### src/rtl/ledg_seq_pkg.sv
// ledg_seq_pkg -- definitions shared by the LED pattern sequencer.
//   Holds the CPU register word addresses, the CTRL/STATUS bit positions
//   and the sequencer FSM state type.
//   Optional feature macro: LEDG_SEQ_IRQ_EN (wrap interrupt, CTRL bit2).
package ledg_seq_pkg;

  // CPU register word addresses
  localparam logic [3:0] ADDR_CTRL     = 4'd0;
  localparam logic [3:0] ADDR_STATUS   = 4'd1;
  localparam logic [3:0] ADDR_PRESCALE = 4'd2;
  localparam logic [3:0] ADDR_LEN      = 4'd3;
  localparam logic [3:0] ADDR_DIRECT   = 4'd4;
  localparam logic [3:0] ADDR_PATTERN  = 4'd8;

  // CTRL bits
  localparam int CTRL_RUN     = 0;
  localparam int CTRL_ONESHOT = 1;
  localparam int CTRL_IRQ_EN  = 2;

  // STATUS bits
  localparam int STAT_BUSY     = 0;
  localparam int STAT_WRAP     = 1;
  localparam int STAT_STEP_LSB = 4;

  typedef enum logic [1:0] {
    S_IDLE  = 2'd0,
    S_ISSUE = 2'd1,
    S_HOLD  = 2'd2
  } state_t;

endpackage

### src/rtl/ledg_seq_tick.sv
// ledg_seq_tick -- step-duration counter for the LED sequencer.
//   Loads a prescale value, counts down by one per enabled cycle and
//   stops at zero.
//   Ports:
//     clk, reset  : clock, synchronous active-high reset
//     load        : load load_val (has priority over dec)
//     load_val    : value to load
//     dec         : decrement enable
//     zero        : counter is currently zero
//   Optional feature macro: none (LEDG_SEQ_IRQ_EN lives in the top).
module ledg_seq_tick #(
  parameter int PRESCALE_W = 24
) (
  input  logic                  clk,
  input  logic                  reset,
  input  logic                  load,
  input  logic [PRESCALE_W-1:0] load_val,
  input  logic                  dec,
  output logic                  zero
);

  logic [PRESCALE_W-1:0] cnt;

  always_ff @(posedge clk) begin
    if (reset) begin
      cnt <= '0;
    end else if (load) begin
      cnt <= load_val;
    end else if (dec && (cnt != '0)) begin
      cnt <= cnt - PRESCALE_W'(1);
    end
  end

  assign zero = (cnt == '0);

endmodule

### src/rtl/ledg_seq_ctrl.sv
// ledg_seq_ctrl -- LED pattern sequencer bridging a CPU Avalon-MM slave to
// the Avalon-MM slave of an LED PIO.
//   The CPU programs a pattern table, a step length (LEN) and a step
//   duration (PRESCALE); while running, the sequencer writes PATTERN[step]
//   into the PIO once every PRESCALE+2 cycles. DIRECT gives immediate
//   manual control of the LEDs while the sequencer is idle.
//   Ports:
//     clk, reset        : clock, synchronous active-high reset
//     address, chipselect, write_n, writedata, readdata
//                       : CPU slave, zero wait states, combinational read
//     m_address, m_chipselect, m_write_n, m_writedata
//                       : master into the LED PIO (write-only)
//     seq_irq           : registered wrap interrupt (LEDG_SEQ_IRQ_EN only)
//   Optional feature macro: LEDG_SEQ_IRQ_EN adds seq_irq and CTRL.irq_en.
module ledg_seq_ctrl
  import ledg_seq_pkg::*;
#(
  parameter int LED_W      = 9,
  parameter int NUM_STEPS  = 8,
  parameter int PRESCALE_W = 24
) (
  input  logic        clk,
  input  logic        reset,
  input  logic [3:0]  address,
  input  logic        chipselect,
  input  logic        write_n,
  input  logic [31:0] writedata,
  output logic [31:0] readdata,
  output logic [1:0]  m_address,
  output logic        m_chipselect,
  output logic        m_write_n,
  output logic [31:0] m_writedata
`ifdef LEDG_SEQ_IRQ_EN
  ,
  output logic        seq_irq
`endif
);

  localparam int STEP_W = (NUM_STEPS > 1) ? $clog2(NUM_STEPS) : 1;

  state_t                state, next_state;
  logic                  run, oneshot, wrap;
  logic [PRESCALE_W-1:0] prescale;
  logic [STEP_W-1:0]     len, step;
  logic [LED_W-1:0]      direct;
  logic [LED_W-1:0]      pattern [NUM_STEPS];
  logic                  direct_pend;
  logic                  tick_zero;
`ifdef LEDG_SEQ_IRQ_EN
  logic                  irq_en;
`endif

  // CPU write decode
  logic       wr, ctrl_wr, status_wr, prescale_wr, len_wr, direct_wr;
  logic       start, stop, hold_done, at_last, wrap_evt;
  logic [3:0] pat_off;
  logic       pat_hit;
  logic [STEP_W-1:0] pat_idx;

  assign wr          = chipselect && !write_n;
  assign ctrl_wr     = wr && (address == ADDR_CTRL);
  assign status_wr   = wr && (address == ADDR_STATUS);
  assign prescale_wr = wr && (address == ADDR_PRESCALE);
  assign len_wr      = wr && (address == ADDR_LEN);
  assign direct_wr   = wr && (address == ADDR_DIRECT);

  assign pat_off = address - ADDR_PATTERN;
  assign pat_hit = (address >= ADDR_PATTERN) && ({28'd0, pat_off} < 32'(NUM_STEPS));
  assign pat_idx = pat_off[STEP_W-1:0];

  // Only a 0->1 transition of run starts a sequence; rewriting run=1 while
  // running is harmless.
  assign start     = ctrl_wr && writedata[CTRL_RUN] && !run;
  assign stop      = ctrl_wr && !writedata[CTRL_RUN];
  assign hold_done = (state == S_HOLD) && tick_zero;
  // >= rather than == so that lowering LEN below the current step while
  // running still wraps instead of walking off the end of the table.
  assign at_last   = (step >= len);
  assign wrap_evt  = hold_done && at_last && !stop;

  ledg_seq_tick #(.PRESCALE_W(PRESCALE_W)) u_tick (
    .clk      (clk),
    .reset    (reset),
    .load     (state == S_ISSUE),
    .load_val (prescale),
    .dec      (state == S_HOLD),
    .zero     (tick_zero)
  );

  // Next-state logic; a CPU stop overrides every other transition so that
  // no master write can slip out in the cycle after run is cleared.
  always_comb begin
    next_state = state;
    case (state)
      S_IDLE:  if (start) next_state = S_ISSUE;
      S_ISSUE: next_state = S_HOLD;
      S_HOLD:  if (tick_zero) next_state = (at_last && oneshot) ? S_IDLE : S_ISSUE;
      default: next_state = S_IDLE;
    endcase
    if (stop) next_state = S_IDLE;
  end

  always_ff @(posedge clk) begin
    if (reset) begin
      state       <= S_IDLE;
      run         <= 1'b0;
      oneshot     <= 1'b0;
      wrap        <= 1'b0;
      prescale    <= '0;
      len         <= '0;
      step        <= '0;
      direct      <= '0;
      direct_pend <= 1'b0;
      for (int i = 0; i < NUM_STEPS; i++) pattern[i] <= '0;
`ifdef LEDG_SEQ_IRQ_EN
      irq_en      <= 1'b0;
      seq_irq     <= 1'b0;
`endif
    end else begin
      state <= next_state;

      if ((state == S_IDLE) && start) begin
        step <= '0;
      end else if (hold_done && (next_state == S_ISSUE)) begin
        step <= at_last ? '0 : step + STEP_W'(1);
      end

      // Hardware set beats a simultaneous write-one-to-clear.
      if (wrap_evt) begin
        wrap <= 1'b1;
      end else if (status_wr && writedata[STAT_WRAP]) begin
        wrap <= 1'b0;
      end

      if (wrap_evt && oneshot) run <= 1'b0;
      if (ctrl_wr) begin
        run     <= writedata[CTRL_RUN];
        oneshot <= writedata[CTRL_ONESHOT];
`ifdef LEDG_SEQ_IRQ_EN
        irq_en  <= writedata[CTRL_IRQ_EN];
`endif
      end

      if (prescale_wr) prescale <= writedata[PRESCALE_W-1:0];
      if (len_wr) begin
        if (writedata > 32'(NUM_STEPS - 1)) len <= STEP_W'(NUM_STEPS - 1);
        else                                len <= writedata[STEP_W-1:0];
      end
      if (direct_wr) direct <= writedata[LED_W-1:0];
      if (wr && pat_hit) pattern[pat_idx] <= writedata[LED_W-1:0];

      // DIRECT goes out the next cycle only when the sequencer owns nothing.
      direct_pend <= direct_wr && (state == S_IDLE);

`ifdef LEDG_SEQ_IRQ_EN
      seq_irq <= wrap && irq_en;
`endif
    end
  end

  // Master port: a write only in ISSUE or the cycle after a DIRECT write.
  always_comb begin
    m_address    = 2'd0;
    m_chipselect = 1'b0;
    m_write_n    = 1'b1;
    m_writedata  = 32'd0;
    if (state == S_ISSUE) begin
      m_chipselect = 1'b1;
      m_write_n    = 1'b0;
      m_writedata  = 32'(pattern[step]);
    end else if (direct_pend) begin
      m_chipselect = 1'b1;
      m_write_n    = 1'b0;
      m_writedata  = 32'(direct);
    end
  end

  // CPU read mux
  always_comb begin
    readdata = 32'd0;
    case (address)
      ADDR_CTRL: begin
        readdata[CTRL_RUN]     = run;
        readdata[CTRL_ONESHOT] = oneshot;
`ifdef LEDG_SEQ_IRQ_EN
        readdata[CTRL_IRQ_EN]  = irq_en;
`endif
      end
      ADDR_STATUS: begin
        readdata[STAT_BUSY]                = (state != S_IDLE);
        readdata[STAT_WRAP]                = wrap;
        readdata[STAT_STEP_LSB +: STEP_W]  = step;
      end
      ADDR_PRESCALE: readdata[PRESCALE_W-1:0] = prescale;
      ADDR_LEN:      readdata[STEP_W-1:0]     = len;
      ADDR_DIRECT:   readdata[LED_W-1:0]      = direct;
      default:       if (pat_hit) readdata[LED_W-1:0] = pattern[pat_idx];
    endcase
  end

endmodule

### config.mk
export PLATFORM = sky130hd
export DESIGN_NAME = ledg_seq_ctrl
export DESIGN_NICKNAME = d
export VERILOG_FILES = /design/src/rtl/ledg_seq_pkg.sv /design/src/rtl/ledg_seq_tick.sv /design/src/rtl/ledg_seq_ctrl.sv
export SDC_FILE = /design/constraint.sdc
export NUM_CORES = 1
export LEC_CHECK = 0
export ABC_CLOCK_PERIOD_IN_PS = 2300
export CORE_ASPECT_RATIO = 1.25
export CORE_UTILIZATION = 50
export DETAILED_ROUTE_END_ITERATION = 8
export PLACE_DENSITY_LB_ADDON = 0.12
export RECOVER_POWER = 100
export SETUP_SLACK_MARGIN = 0.02
export SYNTH_ARGS = -nofsm -noshare
export SYNTH_HDL_FRONTEND = slang
export SYNTH_SLANG_ARGS = --single-unit
### constraint.sdc
create_clock -name clk -period 2.3 [get_ports clk]
set_clock_uncertainty 0.2 [all_clocks]
set_input_delay 0.23 -clock clk [delete_from_list [all_inputs] [get_ports clk]]
set_output_delay 0.23 -clock clk [all_outputs]
set_load 0.02 [all_outputs]
==> results by group <==
Floorplan
  – Die Ht: 143 um
  – Core ar.: 15,500 um^2
  – Die Area: 16,400 um^2
  – Initial Utilization: 51.1%
  – Die Width: 115 um
  – Num ports: 108
  – Placement Rows: 51

Placement
  – Placed instance area: 9670 um^2
  – PortBufs: 74
  – RD Place Congestion: 0.949
  – DP HPWL: 18,000 um

STA
  – TNS Setup: -6.19 ns
  – Fin crit share: 114%
  – Endpoints failing setup: 64
  – Slew Viols, Final: 0
  – Setup ws final: -0.322 ns
  – Worst slew margin: 42.2%
  – Worst Hold Margin: 0.188 ns
  – FMAX: 381 MHz
  – Worst slew pin tran: 0.864 ns
  – Final hold violation count: 0
  – Min Tclk post-route: 2.62 ns
  – RSZ-0062 raised after global routing: true

Worst hold path
  – Worst hold path stage count: 3
  – Hold WC Path Type: input pin to register
  – Hold path start: writedata[16]
  – Hold endpoint: prescale[16]

Synth
  – Top_reg_cell synth: edfxtp_1
  – Avg Inst Size Synth: 9.67 um^2
  – EDFF count, synth: 72
  – Gate Count Post-Synth: 819
  – Synth Cell Area: 7920 um^2
  – Async set-reset flop share out of synthesis: 0%
  – Post-synth cell types: 59
  – Yosys reg bits: 144
  – Post-synthesis sequential area ratio: 45.5%
  – Synth Warn #: 0

Worst setup path
  – CP Launch Point: u_tick.cnt[9]
  – Critical Path Source Type: register
  – Family with the most delay on the worst path: simple AND/OR/NAND/NOR gates
  – R2R cell count: 6
  – CP required: 2.46 ns
  – Critical path's largest stage delay: 0.57 ns
  – Crit Path Class: register to register
  – FF-to-FF Start: u_tick.cnt[9]
  – Arrival @ worst endpoint: 2.78 ns
  – Worst r2r dst: u_tick.cnt[18]
  – Buf/Inv on CP: 1
  – Reg2Reg Setup Slack: -0.32 ns
  – CP Capture Type: register
  – Critical Path Fanout Max: 4
  – Worst path slowest cell: or4_4
  – CP Cell Sequence: or4_4 -> buf_6 -> or4_4 -> or3_1 -> or3_1 -> a31oi_1

Global routing
  – Gr ovfl total: 0
  – First-pass GRT wire length: 39,000 um
  – Global Route Usage Sum: 32.2%
  – Antenna violations before repair: 0
  – Vias in the first global route: 7,199
  – Pin count of the biggest net entering global routing: 39

Job
  – Max cap viols: 0

Detailed routing
  – DR pass1 iterations: 5
  – Post-route ant nets: 0
  – WL met3: 1700 um
  – DR WL/cell: 20.9 um
  – Starting DRC count in detailed routing: 509
  – Top layer in use: met4
  – Vias: 7,222
  – DR WL met2: 13,300 um
  – M1 WL: 9500 um
  – DRC viols: 0
  – Post-Route WL: 25,600 um
  – Drt via density: 5.91

Clocking
  – Htree depth: 4
  – Clk_lat worst skew: 0.43 ns
  – Clk slew on worst S/H paths: 0.06 ns
  – TritonCTS Buffers: 17
  – CTS Root Cell: clkbuf_16
  – Clock Path Buffers: 2
  – Sink Count: 144
  – CTS tree: built

Power and ir drop
  – Max VDD drop: 0.461 mV
  – P per Cell Area: 583 nW/um^2
  – Leakage: 4.04 nW

Cells and area
  – Antenna diode count: 0
  – # nets final: 1,044
  – Fin area: 10,600 um^2
  – Fill count: 1,212
  – Share of layout cells above drive strength 1: 28.1%
  – Area Overhead vs Synth: 33.4%

Status
  – Status: finished with violations
  – Violated checks: negative setup slack
[power by group]
part	leakage [nW]	switching, mW	total [mW]	internal (mW)
Combinational	2.51	0.432	0.788	0.356
Clock	0.262	1.08	2.55	1.47
Sequential	1.27	0.0525	2.82	2.77
[logic make-up (layout without fill, tap and decap cells)]
| logic type | Yosys count | count (layout) | share of synthesized area (%) |
|---|---|---|---|
| AOI/OAI and AO/OA | 177 | 177 | 14.4 |
| xor gates and xnor gates | 1 | 1 | 0.111 |
| adders and majority gates | 6 | 6 | 0.948 |
| buffers and inverters | 106 | 266 | 6.63 |
| DFF | 144 | 144 | 45.5 |
| muxes | 49 | 49 | 9.98 |
| other | 1 | 33 | 0.0473 |
| and+or+nand+nor | 335 | 335 | 22.4 |
[state kept, by name, summed over array words and instances, names as in the netlist, named ones only]
register     count
prescale        24
direct_pend      1
len              3
state            2
pattern         72
wrap             1
u_tick.cnt      24
step             3
run              1
oneshot          1
direct           9
[final cells by class]
class	count	area, um^2	area share, %
well taps	212	265	2.51
repair buffers	221	1840	17.4
clock buffers	23	480	4.55
flip-flops and latches	144	3610	34.2
multi-input cells	601	4270	40.4
clock inverters	9	61.3	0.580
inverters	13	48.8	0.462
[placed cells by master, fill, tap and decap left out, types with 5 or more instances in the layout]
cell	n
and2_1	66
nor2b_1	6
nand3_1	26
buf_2	14
o21ai_1	17
a21oi_1	48
nor4_1	10
or2_2	6
edfxtp_1	72
clkbuf_1	10
conb_1	33
buf_6	20
dlygate4sd2_1	18
o21ai_0	16
nor2_1	25
ha_1	6
inv_1	13
clkdlybuf4s50_1	33
mux2i_1	14
nand2b_1	11
buf_4	103
a31oi_1	16
clkbuf_2	16
buf_12	6
clkbuf_16	18
or3_1	14
nor3_1	9
mux2_2	9
mux4_2	23
a22o_1	9
or4_1	7
or4_4	5
dfxtp_1	69
a211oi_1	7
nand2_1	94
o211ai_1	6
and2_0	23
[through the flow]
step                      worst slack, ns  instances  utilization, %  total power [mW]
after floorplan                    -0.186        851               -              3.26
after global placement             -0.615       1173            62.3              3.55
final                              -0.322       1223            68.2              6.16
after global routing               -0.399       1223            68.2              6.36
after CTS                          -0.301       1213            67.2              6.12
after detailed placement           -0.626       1173            62.3              3.57
[metal layers]
metal | vias up | global-route usage, %
met5 | - | 0
met4 | 0 | 15.9
met3 | 74 | 6.62
met2 | 324 | 57.8
met1 | 3516 | 36.3
li1 | 3308 | -
[worst reg2reg max path, cell delays in order, from the launching register on]
cell and delay [ns]:
dfxtp_2 0.32, or4_4 0.57, buf_6 0.14, or4_4 0.53, or3_1 0.36, or3_1 0.32
a31oi_1 0.12
[timing repair]
action,CTS,global route
hold buffers,0,0
setup buffers,9,11
pin swaps,27,32
endpoints found under the setup margin,68,73
gates resized for setup,177,47
hold endpoints to repair,0,0
gates cloned,1,1
[cells in the mapped netlist (17+ instances only)]
| library cell | number | share of area, % |
|---|---|---|
| nor2_1 | 28 | 1.3 |
| nand3_1 | 28 | 1.8 |
| or3_1 | 17 | 1.3 |
| clkbuf_1 | 50 | 2.4 |
| edfxtp_1 | 72 | 27 |
| o21ai_0 | 38 | 2.4 |
| a21oi_1 | 50 | 3.2 |
| dfxtp_1 | 72 | 18 |
| nand2_1 | 96 | 4.5 |
| and2_1 | 89 | 7.0 |
| buf_4 | 33 | 3.1 |
| mux4_2 | 23 | 6.5 |
[how the worst max path moves through the flow]
stage	to	slack (ns)	cells past startpoint
floorplan	u_tick.cnt[18]	-0.19	6
global placement	readdata[4]	-0.61	7
detailed placement	readdata[4]	-0.63	7
CTS	u_tick.cnt[18]	-0.30	6
global route	u_tick.cnt[18]	-0.40	6
finish	u_tick.cnt[18]	-0.32	6
Note: power is estimated with default switching activity, not from simulation.
